--- src/rtl/evm_frame_pkg.sv ---
// evm_frame_pkg: frame FSM state encoding and shared constants for encoded_frame_tx.
package evm_frame_pkg;
    typedef logic [1:0] frame_state_t;
    localparam frame_state_t ST_IDLE = 2'd0;
    localparam frame_state_t ST_HDR  = 2'd1;
    localparam frame_state_t ST_DATA = 2'd2;
    localparam frame_state_t ST_CSUM = 2'd3;
    localparam logic [7:0] DEFAULT_HEADER = 8'hA5;
    localparam int BYTES_PER_WORD = 8;
endpackage

--- src/rtl/word_fifo.sv ---
// word_fifo: power-of-2 deep word buffer; a push on a full FIFO succeeds only alongside a pop.
module word_fifo #(
    parameter int DEPTH = 2,
    parameter int W = 64
) (
    input  logic         clk,
    input  logic         rst_n,
    input  logic         i_push,
    input  logic [W-1:0] i_data,
    input  logic         i_pop,
    output logic [W-1:0] o_data,
    output logic         o_full,
    output logic         o_empty
);
    localparam int AW = $clog2(DEPTH);
    logic [W-1:0] r_mem [DEPTH];
    logic [AW-1:0] r_wr, r_rd;
    logic [AW:0] r_cnt;
    logic w_push, w_pop;
    assign o_empty = r_cnt == '0;
    assign o_full = r_cnt == (AW+1)'(DEPTH);
    assign w_pop = i_pop && !o_empty;
    assign w_push = i_push && (!o_full || w_pop);
    assign o_data = r_mem[r_rd];
    always_ff @(posedge clk)
        if (w_push) r_mem[r_wr] <= i_data;
    // pointers wrap naturally because DEPTH is a power of two
    always_ff @(posedge clk or negedge rst_n)
        if (!rst_n) begin
            r_wr <= '0;
            r_rd <= '0;
            r_cnt <= '0;
        end else begin
            if (w_push) r_wr <= r_wr + 1'b1;
            if (w_pop) r_rd <= r_rd + 1'b1;
            r_cnt <= r_cnt + (AW+1)'(w_push) - (AW+1)'(w_pop);
        end
endmodule

--- src/rtl/encoded_frame_tx.sv ---
// encoded_frame_tx: captures 64-bit encoded words on status rising edges and sends header/data[/checksum] byte frames.
// Optional checksum byte enabled by defining FRAME_CHECKSUM_EN.
module encoded_frame_tx
    import evm_frame_pkg::*;
#(
    parameter logic [7:0] HEADER = DEFAULT_HEADER,
    parameter int FIFO_DEPTH = 2
) (
    input  logic        clk,
    input  logic        rst_n,
    input  logic [0:63] enc_data,
    input  logic        enc_status,
    output logic [7:0]  tx_data,
    output logic        tx_valid,
    input  logic        tx_ready,
    output logic        tx_last,
    output logic        busy,
    output logic        overflow
);
`ifdef FRAME_CHECKSUM_EN
    localparam frame_state_t ST_AFTER_DATA = ST_CSUM;
`else
    localparam frame_state_t ST_AFTER_DATA = ST_IDLE;
`endif
    frame_state_t r_state, w_next;
    logic [2:0] r_idx;
    logic r_status, r_armed, r_overflow;
    logic w_rise, w_hs, w_pop, w_full, w_empty, w_idx_last;
    logic [63:0] w_word;
    logic [7:0] w_byte;
    // r_armed blocks a status already high at reset release until it has been seen low
    assign w_rise = enc_status && !r_status && r_armed;
    assign w_hs = tx_valid && tx_ready;
    assign w_pop = w_hs && tx_last;
    assign w_idx_last = r_idx == 3'(BYTES_PER_WORD - 1);
    assign w_byte = 8'(w_word >> {~r_idx, 3'b000});
    word_fifo #(.DEPTH(FIFO_DEPTH), .W(64)) u_fifo (
        .clk    (clk),
        .rst_n  (rst_n),
        .i_push (w_rise),
        .i_data (enc_data),
        .i_pop  (w_pop),
        .o_data (w_word),
        .o_full (w_full),
        .o_empty(w_empty)
    );
`ifdef FRAME_CHECKSUM_EN
    logic [7:0] w_csum;
    always_comb begin
        w_csum = 8'h00;
        for (int k = 0; k < BYTES_PER_WORD; k++) w_csum ^= w_word[8*k +: 8];
    end
    assign tx_last = r_state == ST_CSUM;
`else
    assign tx_last = r_state == ST_DATA && w_idx_last;
`endif
    assign tx_valid = r_state != ST_IDLE;
    assign busy = !w_empty || tx_valid;
    assign overflow = r_overflow;
    always_comb begin
        tx_data = 8'h00;
        if (r_state == ST_HDR) tx_data = HEADER;
        else if (r_state == ST_DATA) tx_data = w_byte;
`ifdef FRAME_CHECKSUM_EN
        else if (r_state == ST_CSUM) tx_data = w_csum;
`endif
    end
    always_comb begin
        w_next = r_state;
        case (r_state)
            ST_IDLE: w_next = w_empty ? ST_IDLE : ST_HDR;
            ST_HDR:  w_next = w_hs ? ST_DATA : ST_HDR;
            ST_DATA: w_next = (w_hs && w_idx_last) ? ST_AFTER_DATA : ST_DATA;
            default: w_next = w_hs ? ST_IDLE : r_state;
        endcase
    end
    always_ff @(posedge clk or negedge rst_n)
        if (!rst_n) begin
            r_state <= ST_IDLE;
            r_idx <= 3'd0;
            r_status <= 1'b0;
            r_armed <= 1'b0;
            r_overflow <= 1'b0;
        end else begin
            r_state <= w_next;
            r_status <= enc_status;
            r_armed <= r_armed || !enc_status;
            if (w_rise && w_full && !w_pop) r_overflow <= 1'b1;
            if (r_state == ST_DATA && w_hs) r_idx <= r_idx + 3'd1;
        end
endmodule
--- config.mk ---
export PLATFORM = sky130hd
export DESIGN_NAME = encoded_frame_tx
export DESIGN_NICKNAME = d
export VERILOG_FILES = /design/src/rtl/evm_frame_pkg.sv /design/src/rtl/word_fifo.sv /design/src/rtl/encoded_frame_tx.sv
export SDC_FILE = /design/constraint.sdc
export NUM_CORES = 1
export LEC_CHECK = 0
export CORE_ASPECT_RATIO = 1.5
export CORE_UTILIZATION = 54
export CTS_CLUSTER_SIZE = 16
export DETAILED_ROUTE_END_ITERATION = 10
export GPL_ROUTABILITY_DRIVEN = 1
export HOLD_SLACK_MARGIN = 0.05
export PLACE_DENSITY_LB_ADDON = 0.1
export SYNTH_ARGS = -nofsm -noshare
export SYNTH_HDL_FRONTEND = slang
export SYNTH_SLANG_ARGS = --single-unit
--- constraint.sdc ---
create_clock -name clk -period 6.25 [get_ports clk]
set_input_delay 0.9375 -clock clk [delete_from_list [all_inputs] [get_ports clk]]
set_output_delay 0.9375 -clock clk [all_outputs]
set_load 0.005 [all_outputs]
==> impl_metrics.env <==
export IMPL_n_antenna_cell=0
export IMPL_max_freq_mhz=250.1
export IMPL_ant_nets=0
export IMPL_synth_simple_gate_area_share_pct=4.039
export IMPL_drv_cap=0
export IMPL_nFillCells=670
export IMPL_p_switching_uw=709.8
export IMPL_synth_cell_types=41
export IMPL_final_nets=460
export IMPL_outcome="finished clean"
export IMPL_cts_resized=0
export IMPL_leakagePower_nw=2.421
export IMPL_wl_um=9930
export IMPL_synthMuxAreaShare_pct=14.35
export IMPL_path_buf_inv=1
export IMPL_max_stage_delay_ns=1.07
export IMPL_vias=2977
export IMPL_drt_iter0_drc=166
export IMPL_fin_area_sq_um=7187
export IMPL_synth_top_family_by_area="multiplexers"
export IMPL_synth_seq_area_share_pct=73.10
export IMPL_post_synth_inst_count=294
export IMPL_start_kind="register"
export IMPL_placed_cell_area_sq_um=6579
export IMPL_end_kind="output pin"
export IMPL_synth_seq_cells=140
export IMPL_relSlewSlack_pct=18.16
export IMPL_crit_slowest_cell="dfrtp_2"
export IMPL_pwr_share_seq_pct=42.9
export IMPL_skew_ns=0.009313
export IMPL_synth_compound_area_share_pct=3.620
export IMPL_synthXorXnorAreaFrac_pct=0.9269
export IMPL_synthTopCellsByArea="edfxtp_1 (68%), dfrtp_1 (5.3%), mux4_2 (5.2%), mux2i_1 (4.4%), mux4_1 (4.2%)"
export IMPL_synthAdderAreaFrac_pct=1.545
export IMPL_finalMaxSlewViolations=0
export IMPL_worst_hold_path_type="reg2reg"
export IMPL_hpwl_um=6276
export IMPL_clkSinkCount=140
export IMPL_p_comb_share_pct=21.0
export IMPL_final_layout_size_suffix_gt1_share_pct=13.07
export IMPL_worstSkewPairLatency_ns=0.41
export IMPL_place_congestion=0.7485
export IMPL_syn_num_nets=369
export IMPL_p_int_mw=2.120
export IMPL_wire_per_inst_um=18.42
export IMPL_crit_arrival_ns=3.06
export IMPL_cts_buffers=17
export IMPL_async_flop_share_pct=8.571
export IMPL_crit_chain="mux4_2 -> or2_0 -> a31oi_1 -> o21ai_0 -> clkdlybuf4s50_1"
export IMPL_grt_pass1_wl_um=15740
export IMPL_grt_pass1_vias=3170
export IMPL_ys_warn_count=0
export IMPL_peakVddDrop_v=0.0003252
export IMPL_hold_violations=0
export IMPL_start_util_pct=55.63
export IMPL_post_drt_via_cell_ratio=5.523
export IMPL_rows=45
export IMPL_antenna_found_initial=0
export IMPL_cts_path_max_buffers=2
export IMPL_fin_tns_setup_ns=0
export IMPL_grt_total_usage_pct=20.08
export IMPL_yosysTopAreaCell="edfxtp_1"
export IMPL_drc_errors=0
export IMPL_area_delta_synth_final_pct=26.77
export IMPL_post_route_period_util_pct=63.97
export IMPL_synthFlopType="edfxtp_1"
export IMPL_cpLargestDelayFamily="flip-flops"
export IMPL_htreeDepth=4
export IMPL_ctsHoldBuffers=0
export IMPL_grt_max_degree=50
export IMPL_coreArea_sq_um=10190
export IMPL_switching_share_pct=25.08
export IMPL_p_per_area_nw_per_um2=393.8
export IMPL_path_class="reg2out"
export IMPL_cp_max_fo=37
export IMPL_cp_required_ns=5.31
export IMPL_cts_root_buf="clkbuf_16"
export IMPL_grt_overflow=0
export IMPL_die_area_sq_um=10920
export IMPL_clk_pin_slew_worst_paths_ns=0.06
export IMPL_cts_tree="built"
export IMPL_pwr_share_clk_pct=36.1
export IMPL_synth_enable_flop_cells=128
export IMPL_period_minus_slack_ns=3.998
export IMPL_post_route_util_pct=70.52
export IMPL_port_buffers=79
export IMPL_synthesis_area_sq_um=5669
export IMPL_rsz0062_at_grt="no"
export IMPL_ios=80
export IMPL_die_y_um=127.5
export IMPL_worstMarginPinSlew_ns=1.228
export IMPL_yosysTopAreaCellShare_pct=67.80
export IMPL_drt_pass1_iterations=5
export IMPL_avgSynthCellArea_sq_um=19.28
export IMPL_post_cts_buffers=0
export IMPL_setup_viol=0
export IMPL_die_w_um=85.66
-- metrics by stage --
stage	power [mW]	setup WS (ns)	cells	hold WS, ns
3_3_place_gp	1.816	2.445	507	0.4542
3_5_place_dp	1.832	2.388	507	0.4614
4_1_cts	2.855	2.195	539	0.4779
2_1_floorplan	1.618	1.430	294	0.4348
5_1_grt	2.949	2.015	539	0.5024
6_report	2.830	2.252	539	0.4728
-- layout by cell type, fill, tap and decap left out, drive strengths merged, types with 4 or more instances in the layout --
master / n
dfrtp: 12
clkbuf: 20
edfxtp: 128
nor2b: 5
mux2i: 25
a21oi: 5
buf: 5
nand3: 8
bufinv: 5
clkdlybuf4s50: 79
clkinv: 5
ha: 7
a31oi: 5
mux4: 22
nand2: 10
o21ai: 7
a22oi: 8
xnor2: 4
inv: 4
nor2: 4
-- flip-flops by register name, summed over array words and instances, names as in the netlist --
name	count
r_idx	3
u_fifo.r_cnt	2
u_fifo.r_rd	1
r_armed	1
r_state	2
u_fifo.r_wr	1
r_status	1
u_fifo.r_mem	128
overflow	1
-- power groups by stage --
stage / Sequential [mW] / Combinational [mW] / Clock, mW
2_1_floorplan: 1.23 / 0.392 / 0
3_3_place_gp: 1.23 / 0.589 / 0
3_5_place_dp: 1.23 / 0.598 / 0
4_1_cts: 1.22 / 0.606 / 1.03
5_1_grt: 1.23 / 0.651 / 1.07
6_report: 1.21 / 0.594 / 1.02
-- cell usage after synthesis (2+ instances only) --
| cell type | number |
|---|---|
| ha_1 | 7 |
| clkbuf_8 | 2 |
| nor2b_1 | 5 |
| buf_6 | 4 |
| o211ai_1 | 3 |
| buf_2 | 3 |
| o21ai_0 | 6 |
| nand3_1 | 8 |
| xor2_1 | 2 |
| and2b_1 | 2 |
| edfxtp_1 | 128 |
| mux2i_1 | 25 |
| mux4_1 | 9 |
| mux4_2 | 13 |
| xnor2_1 | 4 |
| nor2_1 | 4 |
| a21oi_1 | 5 |
| clkbuf_1 | 2 |
| nand2_1 | 10 |
| dfrtp_1 | 12 |
| and2_1 | 3 |
| inv_1 | 4 |
| a22oi_1 | 8 |
| nand2b_1 | 2 |
| mux2_2 | 3 |
| a31oi_1 | 5 |
-- worst register-to-register path, stage by stage, from the launching register on --
cell and delay, ns:
dfrtp_1 0.41, inv_1 0.09, ha_1 0.31, nand4b_1 0.19, a31oi_1 0.42, and2_2 1.04, buf_4 0.44
-- per-layer routing --
layer / wire length (um) / vias to the layer above / GRT usage [%]
met2: 5398 / 85 / 34.73
met5: 0 / - / 0
li1: - / 1375 / -
met1: 3966 / 1502 / 23.37
met3: 413 / 15 / 5.685
met4: 152 / 0 / 8.529
-- worst paths after layout --
path / slack [ns] / cells past startpoint / end / start
max in group asynchronous: 4.99 / 1 / u_fifo.r_rd / rst_n
min: 0.47 / 1 / overflow / overflow
min reg2reg: 0.47 / 1 / overflow / overflow
min in group asynchronous: 0.88 / 1 / u_fifo.r_cnt[1] / rst_n
max: 2.25 / 5 / tx_data[5] / u_fifo.r_rd
max reg2reg: 3.03 / 6 / u_fifo.r_mem[1][13] / r_state[0]
-- area by class of cell --
type	count	area [sq um]	share of cell area [%]
well taps	141	176.4	2.455
clock inverters	12	171.4	2.385
repair buffers	84	828.3	11.53
flip-flops and latches	140	4145	57.68
multi-input cells	137	1396	19.43
clock buffers	20	436.7	6.076
inverters	5	32.53	0.4526
-- kinds of logic after synthesis --
kind of cell,Yosys count
multiplexers,50
AO/OA/AOI/OAI,32
adder cells (fa/ha/maj),7
AND/OR/NAND/NOR,42
XOR/XNOR,6
buffers and inverters,17
flip-flops,140
Power figures use the tool's default switching activity.
